==> config.mk <==
export PLATFORM = sky130hd
export DESIGN_NAME = ifu_fetch_ctrl
export DESIGN_NICKNAME = d
export VERILOG_FILES = /design/src/rtl/ifu_pkg.sv /design/src/rtl/ifu_fetch_ctrl.sv
export SDC_FILE = /design/constraint.sdc
export NUM_CORES = 1
export LEC_CHECK = 0
export CAP_MARGIN = 10
export CORE_MARGIN = 2
export CORE_UTILIZATION = 48
export DETAILED_ROUTE_END_ITERATION = 6
export PLACE_DENSITY = 0.86
export SYNTH_ARGS = -nofsm -noshare
export SYNTH_HDL_FRONTEND = slang
export SYNTH_SLANG_ARGS = --single-unit
==> constraint.sdc <==
create_clock -name clk -period 3.5 [get_ports clk]
set_input_delay 0.525 -clock clk [delete_from_list [all_inputs] [get_ports clk]]
set_output_delay 0.525 -clock clk [all_outputs]
set_load 0.02 [all_outputs]
==> src/rtl/ifu_pkg.sv <==
// ifu_pkg: shared FSM state encoding and default parameters for the instruction fetch unit
package ifu_pkg;
  localparam int FIFO_WIDTH_DEF  = 32;
  localparam int ADDR_WIDTH_DEF  = 32;
  localparam int FIFO_LENGTH_DEF = 16;
  localparam int BURST_LEN_DEF   = 4;
  localparam logic [1:0] S_IDLE  = 2'd0;
  localparam logic [1:0] S_REQ   = 2'd1;
  localparam logic [1:0] S_DATA  = 2'd2;
  localparam logic [1:0] S_DRAIN = 2'd3;
endpackage

==> src/rtl/ifu_fetch_ctrl.sv <==
// ifu_fetch_ctrl: issues credit-checked memory bursts and streams returned beats into ifu_fifo
module ifu_fetch_ctrl
  import ifu_pkg::*;
#(
  parameter int FIFO_WIDTH  = FIFO_WIDTH_DEF,
  parameter int ADDR_WIDTH  = ADDR_WIDTH_DEF,
  parameter int FIFO_LENGTH = FIFO_LENGTH_DEF,
  parameter int BURST_LEN   = BURST_LEN_DEF
) (
  input  logic                  clk,
  input  logic                  rst,
  input  logic                  enable,
  input  logic                  start,
  input  logic [ADDR_WIDTH-1:0] start_addr,
  input  logic                  flush,
  input  logic [ADDR_WIDTH-1:0] flush_addr,
  output logic                  mem_req,
  output logic [ADDR_WIDTH-1:0] mem_addr,
  input  logic                  mem_ack,
  input  logic                  mem_rvalid,
  input  logic [FIFO_WIDTH-1:0] mem_rdata,
  output logic                  fifo_wr_en,
  output logic [FIFO_WIDTH-1:0] fifo_wr_data,
  input  logic                  fifo_full,
  input  logic                  fifo_pop,
  output logic                  busy,
  output logic                  overflow_err
);
  localparam int OW = $clog2(FIFO_LENGTH) + 1;
  localparam int BW = $clog2(BURST_LEN) + 1;
  localparam logic [OW-1:0] OCC_MAX = OW'(FIFO_LENGTH - 1 - BURST_LEN);
  localparam logic [BW-1:0] LAST = BW'(BURST_LEN - 1);
  localparam logic [ADDR_WIDTH-1:0] STRIDE = ADDR_WIDTH'(BURST_LEN * FIFO_WIDTH / 8);
  logic [1:0] state_q, state_d;
  logic [ADDR_WIDTH-1:0] fetch_addr_q, fetch_addr_d, mem_addr_q, mem_addr_d;
  logic [OW-1:0] occ_q, occ_d;
  logic [BW-1:0] beat_q, beat_d;
  logic flush_pending_q, flush_pending_d, overflow_q, overflow_d;
  logic in_burst, last_beat;
  assign in_burst = state_q == S_DATA || state_q == S_DRAIN;
  assign last_beat = mem_rvalid && beat_q == LAST;
  assign mem_req = state_q == S_REQ;
  assign mem_addr = mem_addr_q;
  assign fifo_wr_en = state_q == S_DATA && mem_rvalid;
  assign fifo_wr_data = fifo_wr_en ? mem_rdata : '0;
  assign busy = state_q != S_IDLE;
  assign overflow_err = overflow_q;
  always_comb begin
    state_d = state_q;
    fetch_addr_d = fetch_addr_q;
    mem_addr_d = mem_addr_q;
    flush_pending_d = flush_pending_q;
    case (state_q)
      S_IDLE: begin
        if (flush) fetch_addr_d = flush_addr;
        else if (start) fetch_addr_d = start_addr;
        else if (enable && occ_q <= OCC_MAX) begin
          state_d = S_REQ;
          mem_addr_d = fetch_addr_q;
        end
      end
      S_REQ: begin
        // mem_addr_q is held for the handshake; only the next fetch address is redirected
        if (flush) begin
          fetch_addr_d = flush_addr;
          flush_pending_d = 1'b1;
        end
        if (mem_ack) state_d = (flush || flush_pending_q) ? S_DRAIN : S_DATA;
      end
      S_DATA: begin
        if (flush) begin
          fetch_addr_d = flush_addr;
          state_d = last_beat ? S_IDLE : S_DRAIN;
        end else if (last_beat) begin
          fetch_addr_d = fetch_addr_q + STRIDE;
          state_d = S_IDLE;
        end
      end
      default: begin
        if (flush) fetch_addr_d = flush_addr;
        if (last_beat) begin
          state_d = S_IDLE;
          flush_pending_d = 1'b0;
        end
      end
    endcase
    beat_d = (in_burst && mem_rvalid) ? (last_beat ? '0 : beat_q + BW'(1)) : beat_q;
    occ_d = (fifo_wr_en && !fifo_pop) ? occ_q + OW'(1) :
            (!fifo_wr_en && fifo_pop) ? occ_q - OW'(1) : occ_q;
    overflow_d = overflow_q || (fifo_wr_en && fifo_full);
  end
  always_ff @(posedge clk or posedge rst) begin
    if (rst) begin
      state_q <= S_IDLE;
      fetch_addr_q <= '0;
      mem_addr_q <= '0;
      occ_q <= '0;
      beat_q <= '0;
      flush_pending_q <= 1'b0;
      overflow_q <= 1'b0;
    end else begin
      state_q <= state_d;
      fetch_addr_q <= fetch_addr_d;
      mem_addr_q <= mem_addr_d;
      occ_q <= occ_d;
      beat_q <= beat_d;
      flush_pending_q <= flush_pending_d;
      overflow_q <= overflow_d;
    end
  end
endmodule

# Word level (Yosys, flattened, before mapping)

Index checks and enable logic that the tools add are counted.

Register bits: 76
Input bits: 105
Output and inout port bits: 68
Logic and storage cells: 70

Add/sub/neg operators: 4
Magnitude comparators: 1
Eq/ne operators: 11
Mux-type cells: 22
Bitwise logic cells: 3
Reductions and logical operators: 22

Operators with widths:

| cell                    | number |
|---|---|
| $mux W32                | 6 |
| $pmux W32 S2            | 1 |
| $add A32 B5 Y32 const B | 1 |
| $mux W2                 | 7 |
| $mux W5                 | 2 |
| $ne A2 B2 Y1 const B    | 4 |
| $reduce_and A4 Y1       | 2 |
| $logic_and A1 B1 Y1     | 7 |
| $ne A3 B3 Y1 const B    | 2 |
| $pmux W2 S3             | 1 |
| $reduce_and A3 Y1       | 2 |
| $reduce_bool A2 Y1      | 3 |
| $add A5 B1 Y5 const B   | 1 |
| $le A5 B4 Y1 const B    | 1 |
| $sub A5 B1 Y5 const B   | 1 |
| $eq A2 B2 Y1 const B    | 2 |
| $add A3 B1 Y3 const B   | 1 |
| $eq A3 B2 Y1 const B    | 1 |
| $logic_or A1 B1 Y1      | 3 |
| $mux W1                 | 3 |
| $mux W3                 | 1 |
| $not A1 Y1              | 3 |
| $reduce_bool A3 Y1      | 1 |
| $eq A2 B1 Y1 const B    | 1 |
| 5 further kinds         | 6 |

# Longest topological paths before layout

Gate-level depths: netlist of run 1.

Word-level depth: 6
Depth in mapped cells: 11
Mapped depth without buffers: 10

# Least setup slack after synthesis of run 1

OpenSTA, ideal clock, no wires.

Path type: register -> register
Start point: register state_q[1]
End point: register occ_q[4]
Arrival time: 2.408 ns
Required time: 3.375 ns
Setup slack: 0.966 ns
Cell stages (with the launch flop): 12
Path buffers: 1
Cells stage by stage: dfrtp_1 nor2b_1 clkbuf_1 and2_1 ha_1 inv_1 fa_1 a21o_1 a21oi_1 xnor2_1 nor2_1 xor2_1

Longest elaborated chain between the ends: 5
Elaborated cells on any way between the ends: 7
Those cells by class: eq/ne: 1; mux: 1; reduce/logical: 5

RTL lines:

| element                             | line                  | text |
|---|---|---|
| start: declaration                  | ifu_fetch_ctrl.sv:34  | `logic [1:0] state_q, state_d;` |
| start signal: assignment            | ifu_fetch_ctrl.sv:102 | `state_q <= state_d;` |
| $eq A2 B2 Y1 *                      | ifu_fetch_ctrl.sv:44  | `assign fifo_wr_en = state_q == S_DATA && mem_rvalid;` |
| $logic_and A1 B1 Y1 *               | ifu_fetch_ctrl.sv:44  |  |
| via fifo_wr_en                      | ifu_fetch_ctrl.sv:22  | `output logic fifo_wr_en,` |
| $logic_not A1 Y1                    | ifu_fetch_ctrl.sv:89  | `(!fifo_wr_en && fifo_pop) ? occ_q - OW'(1) : occ_q;` |
| $logic_and A1 B1 Y1                 | ifu_fetch_ctrl.sv:89  |  |
| $reduce_bool A2 Y1 (no source line) | n/a                   |  |
| end signal: assignment              | ifu_fetch_ctrl.sv:97  | `occ_q <= '0;` |
| end signal: assignment              | ifu_fetch_ctrl.sv:105 | `occ_q <= occ_d;` |
| end: declaration                    | ifu_fetch_ctrl.sv:36  | `logic [OW-1:0] occ_q, occ_d;` |

Mark *: on every way through the listed nets, which the timed path passes. The rest lies on a longest branch.
A chain may end at the register's enable or synchronous reset.

# Worst setup path in the final report of run 1

Start point: register state_q[0]
End point: output port fifo_wr_data[1]

Longest elaborated chain between the ends: 3

RTL lines:

| element             | line                 | text |
|---|---|---|
| $eq A2 B2 Y1        | ifu_fetch_ctrl.sv:44 |  |
| $logic_and A1 B1 Y1 | ifu_fetch_ctrl.sv:44 |  |
| $mux W32            | ifu_fetch_ctrl.sv:45 | `assign fifo_wr_data = fifo_wr_en ? mem_rdata : '0;` |
| end: declaration    | ifu_fetch_ctrl.sv:23 | `output logic [FIFO_WIDTH-1:0] fifo_wr_data,` |

No other way between the ends.

==> impl_metrics.json, run 1 <==
{
  "yosysWarnings": 0,
  "io_pins": 173,
  "synthFlopType": "dfrtp_1",
  "worstSetupPathType": "flop to output port",
  "grt_max_degree": 37,
  "yosys.cell_count.top_type": "dfrtp_1",
  "min_period_ns": 2.89,
  "critPathMaxStageDelay_ns": 0.62,
  "path_buf_inv": 2,
  "internal-power_mw": 2.60,
  "clock_latency_ns": 0.35,
  "powerDensity_mw_per_mm2": 685,
  "switching_share_pct": 41.9,
  "synth_edf_count": 0,
  "ys_top_cells_by_count": "dfrtp_1 (76), nand2_1 (56), o21ai_0 (54)",
  "finClkSkew_ns": 0.00739,
  "cts_sinks": 76,
  "fin_crit_sh_pct": 82.5,
  "m1WireLength_mm": 5.71,
  "clockPowerShare_pct": 14.2,
  "area_delta_synth_final_pct": 43.8,
  "power_mw": 4.47,
  "seqPwrFrac_pct": 36.8,
  "slew_headroom_pct": 53.1,
  "setup_ws_ns": 0.614,
  "netlist_instances": 502,
  "dr.max_layer_used": "met4",
  "post-place-ws_ns": 0.620,
  "ir_drop_mv": 0.471,
  "min-delay-path-class": "flop to flop",
  "worstPathArrival_ns": 2.36,
  "drt_first_iter_violations": 232,
  "h-tree-depth": 3,
  "synth_area_leaders": "dfrtp_1 (42%), mux2_2 (6.7%), o21ai_0 (6.0%)",
  "postRouteWirelength_mm": 14.0,
  "max_cap_violations": 0,
  "diodes": 0,
  "crit_chain": "nor2b_2 -> buf_4 -> and3_1 -> clkdlybuf4s50_1",
  "dieArea_mm2": 0.0103,
  "dpl.hpwl_mm": 10.6,
  "synthesis.nets": 614,
  "via_per_inst": 5.91,
  "net-switching-power_mw": 1.88,
  "status": "completed",
  "ys_seq_area_share_pct": 41.9,
  "chipHeight_um": 101,
  "num_vias": 4583,
  "start_util_pct": 49.4,
  "track_usage_pct": 27.1,
  "critPathTopFamily": "buffers and inverters",
  "drive_gt1_share_pct": 10.1,
  "slowest_stage": "dfrtp_1",
  "pwr-share-comb_pct": 48.9,
  "antenna_found_initial": 0,
  "cp-end-kind": "output port",
  "cts_made_buffers": 9,
  "leakage_nw": 2.73,
  "gp_congestion": 0.914,
  "grt_pass1_wl_mm": 22.0,
  "postLayoutCoreUtil_pct": 71.0,
  "gr-total-overflow": 0,
  "critical_path.startpoint_type": "flop",
  "setup_viol": 0,
  "first_pass_iters": 5,
  "drv_slew": 0,
  "nets": 771,
  "die_w_um": 101,
  "cts_buffer_depth": 2,
  "crit_path_max_fanout": 36,
  "core-area_mm2": 0.00920,
  "drc": 0,
  "met2_length_mm": 7.00,
  "ys_ff_latch": 76,
  "tns_ns": 0,
  "worst_pin_slew_ns": 0.701,
  "synth.distinct_cells": 62,
  "met3WireLength_um": 809,
  "syn_area_mm2": 0.00454,
  "syn_area_per_cell_um2": 9.05,
  "ant_nets": 0,
  "cts_resized": 0,
  "wl_per_cell_um": 18.1,
  "post-cts-setup-buffers": 0,
  "hold_buffers": 0,
  "cp.required_ns": 2.97,
  "grt_pass1_vias": 4448,
  "finalHoldViolations": 0,
  "cts_tree": "yes",
  "io_buffers": 172,
  "synth_top_area_cell": "dfrtp_1",
  "grt_setup_unrepaired": "no",
  "cts_root_buf": "clkbuf_8",
  "std_cell_rows": 35,
  "timing.hold.ws_ns": 0.467,
  "ys_async_sr_fraction_pct": 100,
  "synth_top_area_share_pct": 41.9,
  "fmax_mhz": 346,
  "path_clk_slew_ns": 0.08
}
## per-layer routing
layer	track usage, %	vias up
met1	34.7	2192
li1	-	2137
met5	0	-
met2	45.2	206
met3	3.73	48
met4	13.6	0
## power by group through the flow
stage	combinational [mW]	sequential [mW]	clock, mW
floorplan	1.21	1.68	0
global placement	2.08	1.62	0
detailed placement	2.17	1.65	0
CTS	2.19	1.64	0.641
global route	2.37	1.71	0.681
finish	2.19	1.65	0.637
## per-stage QoR
| step | instances | area [um2] |
|---|---|---|
| after global placement | 759 | 6340 |
| final | 775 | 6530 |
| after CTS | 775 | 6530 |
| after global routing | 775 | 6530 |
| after detailed placement | 759 | 6340 |
| after floorplan | 502 | 4540 |
## cells in the final DEF, fill, tap and decap left out, types with 3 or more instances in the layout
cell type,Yosys,layout
dfrtp_1,76,76
buf_4,1,12
a221oi_1,11,10
o21ai_0,54,54
a221o_1,5,5
a22o_1,4,4
and3_1,33,33
xor2_1,8,8
nand3_1,16,16
nor3_1,9,9
nor2_1,25,25
xnor2_1,11,11
nand3b_1,5,5
a211oi_1,5,5
o21ai_1,3,3
a21o_1,3,3
nor3b_1,8,8
mux2i_1,3,3
nand2_1,56,56
ha_1,6,6
inv_1,14,13
clkbuf_8,0,12
mux2_2,27,27
nand4_1,8,8
clkdlybuf4s50_1,0,172
a21oi_1,32,32
## final cells by class
class,instances,area [um2]
clock buffer,13,169
clock inverter,3,20.0
multi-input combinational,374,2430
sequential,76,1900
tap,111,139
inverter,14,52.6
fill,707,2670
timing repair buffer,184,1810
## registers in the layout (all words and copies together) (netlist names)
signal and flops:
state_q 2, mem_addr 32, occ_q 5, beat_q 3
flush_pending_q 1, fetch_addr_q 32, overflow_err 1
## final timing paths
path / startpoint / cells after the start / endpoint / slack (ns)
hold / removal: overflow_err / 1 / overflow_err / 0.47
hold reg to reg: overflow_err / 1 / overflow_err / 0.47
max in group asynchronous: rst / 3 / fetch_addr_q[14] / 2.23
min in group asynchronous: rst / 2 / mem_addr[24] / 0.49
setup / recovery: state_q[0] / 4 / fifo_wr_data[1] / 0.61
setup reg to reg: state_q[0] / 10 / occ_q[4] / 0.87
## cells by family (layout without fill, tap and decap cells)
kind of cell             after synthesis  in the layout  share of synthesized area, %
AND/OR/NAND/NOR                      182            182                          21.7
AO/OA/AOI/OAI                        136            136                          18.6
flip-flops                            76             76                          41.9
buffers and inverters                 52            214                          4.71
multiplexers                          30             30                          7.36
XOR/XNOR                              19             19                          3.66
adder cells (fa/ha/maj)                7              7                          2.09
No activity file was read; power rests on OpenSTA's default activity.
==> inputs of run 2 (changes only) <==
CORE_UTILIZATION = 40   (was 48)
PLACE_DENSITY = 0.77   (was 0.86)
clock period = 2.6 ns   (was 3.5 ns; I/O delays follow)
==> run 2 against run 1 <==
Cell area up 4.1%. Non-clock buffer count up 8. Hold slack worse by 0.0038 ns. Clock power up 120%. Sequential cell count unchanged. Combinational power up 37%. Total power up 48%. Critical endpoint is now busy. Largest cell class unchanged.
==> impl_metrics.json, run 2 (synthesized netlist as in run 1, its figures left out) <==
{
  "diodes": 0,
  "drt_first_iter_violations": 255,
  "first_pass_iters": 5,
  "critPathTopFamily": "buffers and inverters",
  "final_cell_mix": "clkdlybuf4s50_1 (172), dfrtp_1 (76), nand2_1 (56)",
  "ir_drop_mv": 0.518,
  "pwr-share-comb_pct": 45.7,
  "cts_buffer_depth": 2,
  "gr-total-overflow": 0,
  "io_buffers": 172,
  "drive_gt1_share_pct": 11.2,
  "path_clk_slew_ns": 0.06,
  "cp-startpoint": "state_q[1]",
  "min_period_ns": 2.41,
  "io_pins": 173,
  "cp.required_ns": 2.21,
  "multi_input_area_mm2": 0.00244,
  "crit_chain": "buf_4 -> nor2_2 -> inv_1 -> clkdlybuf4s50_1",
  "std_cell_rows": 38,
  "track_usage_pct": 22.8,
  "worstPathArrival_ns": 2.02,
  "fin_cells": 812,
  "internal-power_mw": 4.05,
  "regArea_mm2": 0.00190,
  "hold_buffers": 0,
  "cts_made_buffers": 9,
  "r2r_end": "occ_q[4]",
  "met2_length_mm": 7.37,
  "postRouteWirelength_mm": 14.2,
  "net-switching-power_mw": 2.55,
  "leakage_nw": 2.85,
  "power_mw": 6.60,
  "gp_congestion": 0.870,
  "grt_setup_unrepaired": "no",
  "slowest_stage": "clkdlybuf4s50_1",
  "clockPowerShare_pct": 21.6,
  "antenna_found_initial": 0,
  "start_util_pct": 41.5,
  "seqPwrFrac_pct": 32.7,
  "dr.max_layer_used": "met4",
  "worstReg2RegStart": "state_q[0]",
  "post-place-ws_ns": -0.0268,
  "final.fill_count": 936,
  "core-area_mm2": 0.0109,
  "h-tree-depth": 3,
  "chipHeight_um": 111,
  "path_buf_inv": 3,
  "die_w_um": 111,
  "worst_pin_slew_ns": 0.601,
  "critPathMaxStageDelay_ns": 0.61,
  "nets": 779,
  "cts_root_buf": "clkbuf_16",
  "setup_viol": 0,
  "dpl.hpwl_mm": 10.2,
  "area_delta_synth_final_pct": 49.7,
  "powerDensity_mw_per_mm2": 971,
  "grt_pass1_vias": 4479,
  "clock_latency_ns": 0.34,
  "switching_share_pct": 38.6,
  "drc": 0,
  "r2r_setup_slack_ns": 0.30,
  "cp-end-kind": "output port",
  "final_common_cell": "clkdlybuf4s50_1",
  "grt_max_degree": 77,
  "setup_ws_ns": 0.190,
  "wl_per_cell_um": 17.5,
  "num_vias": 4518,
  "postLayoutCoreUtil_pct": 62.1,
  "tns_ns": 0,
  "worstSetupPathType": "flop to output port",
  "reg2reg_depth": 10,
  "ant_nets": 0,
  "critical_path.startpoint_type": "flop",
  "crit_path_max_fanout": 51,
  "worstHoldStart": "overflow_err",
  "whs_endpoint": "overflow_err",
  "finClkSkew_ns": 0.00358,
  "fin_crit_sh_pct": 92.7,
  "dieArea_mm2": 0.0122,
  "min-delay-path-class": "flop to flop",
  "drv_slew": 0,
  "finalHoldViolations": 0,
  "via_per_inst": 5.56,
  "cts_tree": "yes",
  "max_cap_violations": 0,
  "slew_headroom_pct": 60.0,
  "m1WireLength_mm": 5.70,
  "status": "completed",
  "whs_path_depth": 1,
  "dp.cells": 796,
  "fmax_mhz": 415,
  "cts_sinks": 76,
  "met3WireLength_um": 868,
  "grt_pass1_wl_mm": 22.8
}
run 2: how the worst max path moves through the flow:
stage,endpoint,cells past startpoint,slack [ns]
after floorplan,occ_q[4],11,0.07
after global placement,occ_q[4],10,0.12
after detailed placement,occ_q[4],10,-0.03
after CTS,busy,4,0.05
after global routing,busy,4,0.11
final,busy,4,0.19
run 2: area by class of cell:
class	count	share of cell area, %
multi-input combinational	374	35.8
sequential	76	28.0
timing repair buffer	192	27.9
clock buffer	11	3.42
tap	140	2.58
clock inverter	5	1.47
inverter	14	0.773
run 2: per-layer routing:
metal | GRT usage, % | vias up
li1 | - | 2164
met1 | 28.0 | 2149
met2 | 39.6 | 176
met3 | 4.72 | 29
met4 | 8.17 | 0
met5 | 0 | -
run 2: what timing repair did:
| item | in CTS | in global routing |
|---|---|---|
| buffers inserted | 0 | 0 |
| resized for setup | 0 | 1 |
| setup endpoints to repair | 0 | 1 |
run 2: power groups by stage:
stage          clock (mW)  sequential, mW  combinational, mW
2_1_floorplan           0            2.26               1.63
3_3_place_gp            0            2.13               2.89
3_5_place_dp            0            2.16               2.99
4_1_cts              1.44            2.15               3.02
5_1_grt              1.49            2.23               3.25
6_report             1.43            2.16               3.01
run 2: worst reg2reg max path: stages (launching register included):
cell and delay, ns:
dfrtp_1 0.39, nor2b_2 0.14, and2_1 0.18, ha_1 0.21, inv_1 0.12, fa_1 0.42
a21o_1 0.20, a21oi_1 0.19, xnor2_1 0.14, nor2_1 0.06, xor2_1 0.14
run 2: through the flow:
step           hold slack, ns  area, um2
6_report                0.463       6800
3_5_place_dp            0.452       6460
4_1_cts                 0.471       6790
2_1_floorplan           0.434       4540
3_3_place_gp            0.439       6460
5_1_grt                 0.479       6800
==> inputs of run 3 (changes only) <==
CORE_UTILIZATION = 45   (was 40)
PLACE_DENSITY = 0.82   (was 0.77)
clock period = 2.7 ns   (was 2.6 ns; I/O delays follow)
==> run 3 against run 2 <==
Register-to-register slack better by 0.03 ns. Routed wire length is 1.1% lower. Clock power is 37% lower. Setup slack better by 0.0068 ns. Global-route usage is 2.7 points higher. Sequential cell count stayed put. Combinational power is 4% lower. Hold slack worse by 0.063 ns. Clock skew is 0.0075 ns higher. Cell count is 0.86% lower. Core utilization is 5.9 points higher. Total power is 11% lower.
==> impl_metrics.json, run 3 (synthesized netlist as in run 1, its figures left out) <==
{
  "status": "completed",
  "worst_pin_slew_ns": 0.612,
  "drc": 0,
  "drive_gt1_share_pct": 11.3,
  "met2_length_mm": 7.16,
  "grt_max_degree": 52,
  "cts_sinks": 76,
  "track_usage_pct": 25.5,
  "final.fill_count": 796,
  "ir_drop_mv": 0.448,
  "fin_cells": 805,
  "max_cap_violations": 0,
  "ant_nets": 0,
  "grt_setup_unrepaired": "no",
  "wl_per_cell_um": 17.5,
  "dp.cells": 789,
  "met3WireLength_um": 790,
  "powerDensity_mw_per_mm2": 881,
  "drv_slew": 0,
  "dpl.hpwl_mm": 10.5,
  "postLayoutCoreUtil_pct": 68.0,
  "worstPathArrival_ns": 2.10,
  "cp-end-kind": "output port",
  "finClkSkew_ns": 0.0111,
  "io_buffers": 172,
  "final_common_cell": "clkdlybuf4s50_1",
  "drt_first_iter_violations": 239,
  "core-area_mm2": 0.00977,
  "grt_pass1_vias": 4476,
  "multi_input_area_mm2": 0.00243,
  "min_period_ns": 2.50,
  "antenna_found_initial": 0,
  "grt_pass1_wl_mm": 22.6,
  "cts_tree": "yes",
  "tns_ns": 0,
  "hold_buffers": 0,
  "num_vias": 4489,
  "final_cell_mix": "clkdlybuf4s50_1 (172), dfrtp_1 (76), nand2_1 (56)",
  "crit_end": "fifo_wr_data[25]",
  "die_w_um": 104,
  "leakage_nw": 2.78,
  "diodes": 0,
  "gp_congestion": 0.857,
  "gr-total-overflow": 0,
  "finalHoldViolations": 0,
  "first_pass_iters": 5,
  "setup_viol": 0,
  "cts_root_buf": "clkbuf_8",
  "via_per_inst": 5.58,
  "r2r_setup_slack_ns": 0.33,
  "slew_headroom_pct": 59.2,
  "crit_path_max_fanout": 36,
  "start_util_pct": 46.5,
  "io_pins": 173,
  "fmax_mhz": 399,
  "post-cts-setup-buffers": 0,
  "dr.max_layer_used": "met4",
  "timing.hold.ws_ns": 0.400,
  "reg2reg_depth": 10,
  "regArea_mm2": 0.00190,
  "cts_buffer_depth": 2,
  "postRouteWirelength_mm": 14.1,
  "dieArea_mm2": 0.0109,
  "fin_crit_sh_pct": 92.7,
  "cts_made_buffers": 9,
  "area_delta_synth_final_pct": 46.4,
  "cp-startpoint": "state_q[0]",
  "m1WireLength_mm": 5.92,
  "r2r_end": "occ_q[4]",
  "worstSetupPathType": "flop to output port",
  "nets": 779,
  "h-tree-depth": 3,
  "min-delay-path-class": "input port to asynchronous set/reset pin",
  "critical_path.startpoint_type": "flop",
  "clock_latency_ns": 0.35,
  "std_cell_rows": 36,
  "worstReg2RegStart": "state_q[0]",
  "path_clk_slew_ns": 0.09,
  "cp.required_ns": 2.30,
  "chipHeight_um": 104
}
## run 3: how the worst min path moves through the flow
stage,from,to,slack [ns],depth (start not counted)
2_1_floorplan,occ_q[4],occ_q[4],0.43,1
3_3_place_gp,overflow_err,overflow_err,0.45,1
3_5_place_dp,overflow_err,overflow_err,0.45,1
4_1_cts,rst,mem_addr[1],0.41,2
5_1_grt,rst,mem_addr[1],0.44,2
6_report,rst,fetch_addr_q[11],0.40,2
## run 3: where the power goes
group	leakage, nW	total, mW	internal, mW	switching [mW]
logic	1.73	2.88	1.37	1.51
registers	0.955	2.07	1.61	0.467
clock network	0.0991	0.898	0.458	0.440
## run 3: metrics by stage
step,power [mW],area [um2],worst slack [ns]
3_5_place_dp,4.95,6440,0.0326
5_1_grt,6.24,6650,0.0532
3_3_place_gp,4.82,6440,0.162
6_report,5.85,6650,0.197
4_1_cts,5.86,6650,0.0792
2_1_floorplan,3.75,4540,0.166
## run 3: layout make-up
| cell class | count | area share [%] |
|---|---|---|
| inverters | 14 | 0.791 |
| flip-flops and latches | 76 | 28.6 |
| multi-input cells | 374 | 36.6 |
| repair buffers | 192 | 28.3 |
| clock buffers | 10 | 2.07 |
| well taps | 133 | 2.50 |
| clock inverters | 6 | 1.07 |
## run 3: repair_timing
| action | CTS | global route |
|---|---|---|
| resized for setup | 0 | 1 |
| hold endpoints to repair | 0 | 0 |
| setup endpoints to repair | 0 | 1 |
## run 3: worst max-delay path: stages, from the launching register on
cell and delay [ns]:
dfrtp_1 0.39, nor2b_1 0.19, buf_4 0.32, and3_1 0.20
clkdlybuf4s50_1 0.65
## run 3: per-layer routing
layer / up-vias / global-route usage (%)
li1: 2146 / -
met2: 160 / 44.3
met1: 2160 / 33.1
met3: 23 / 3.76
met4: 0 / 6.95
met5: - / 0
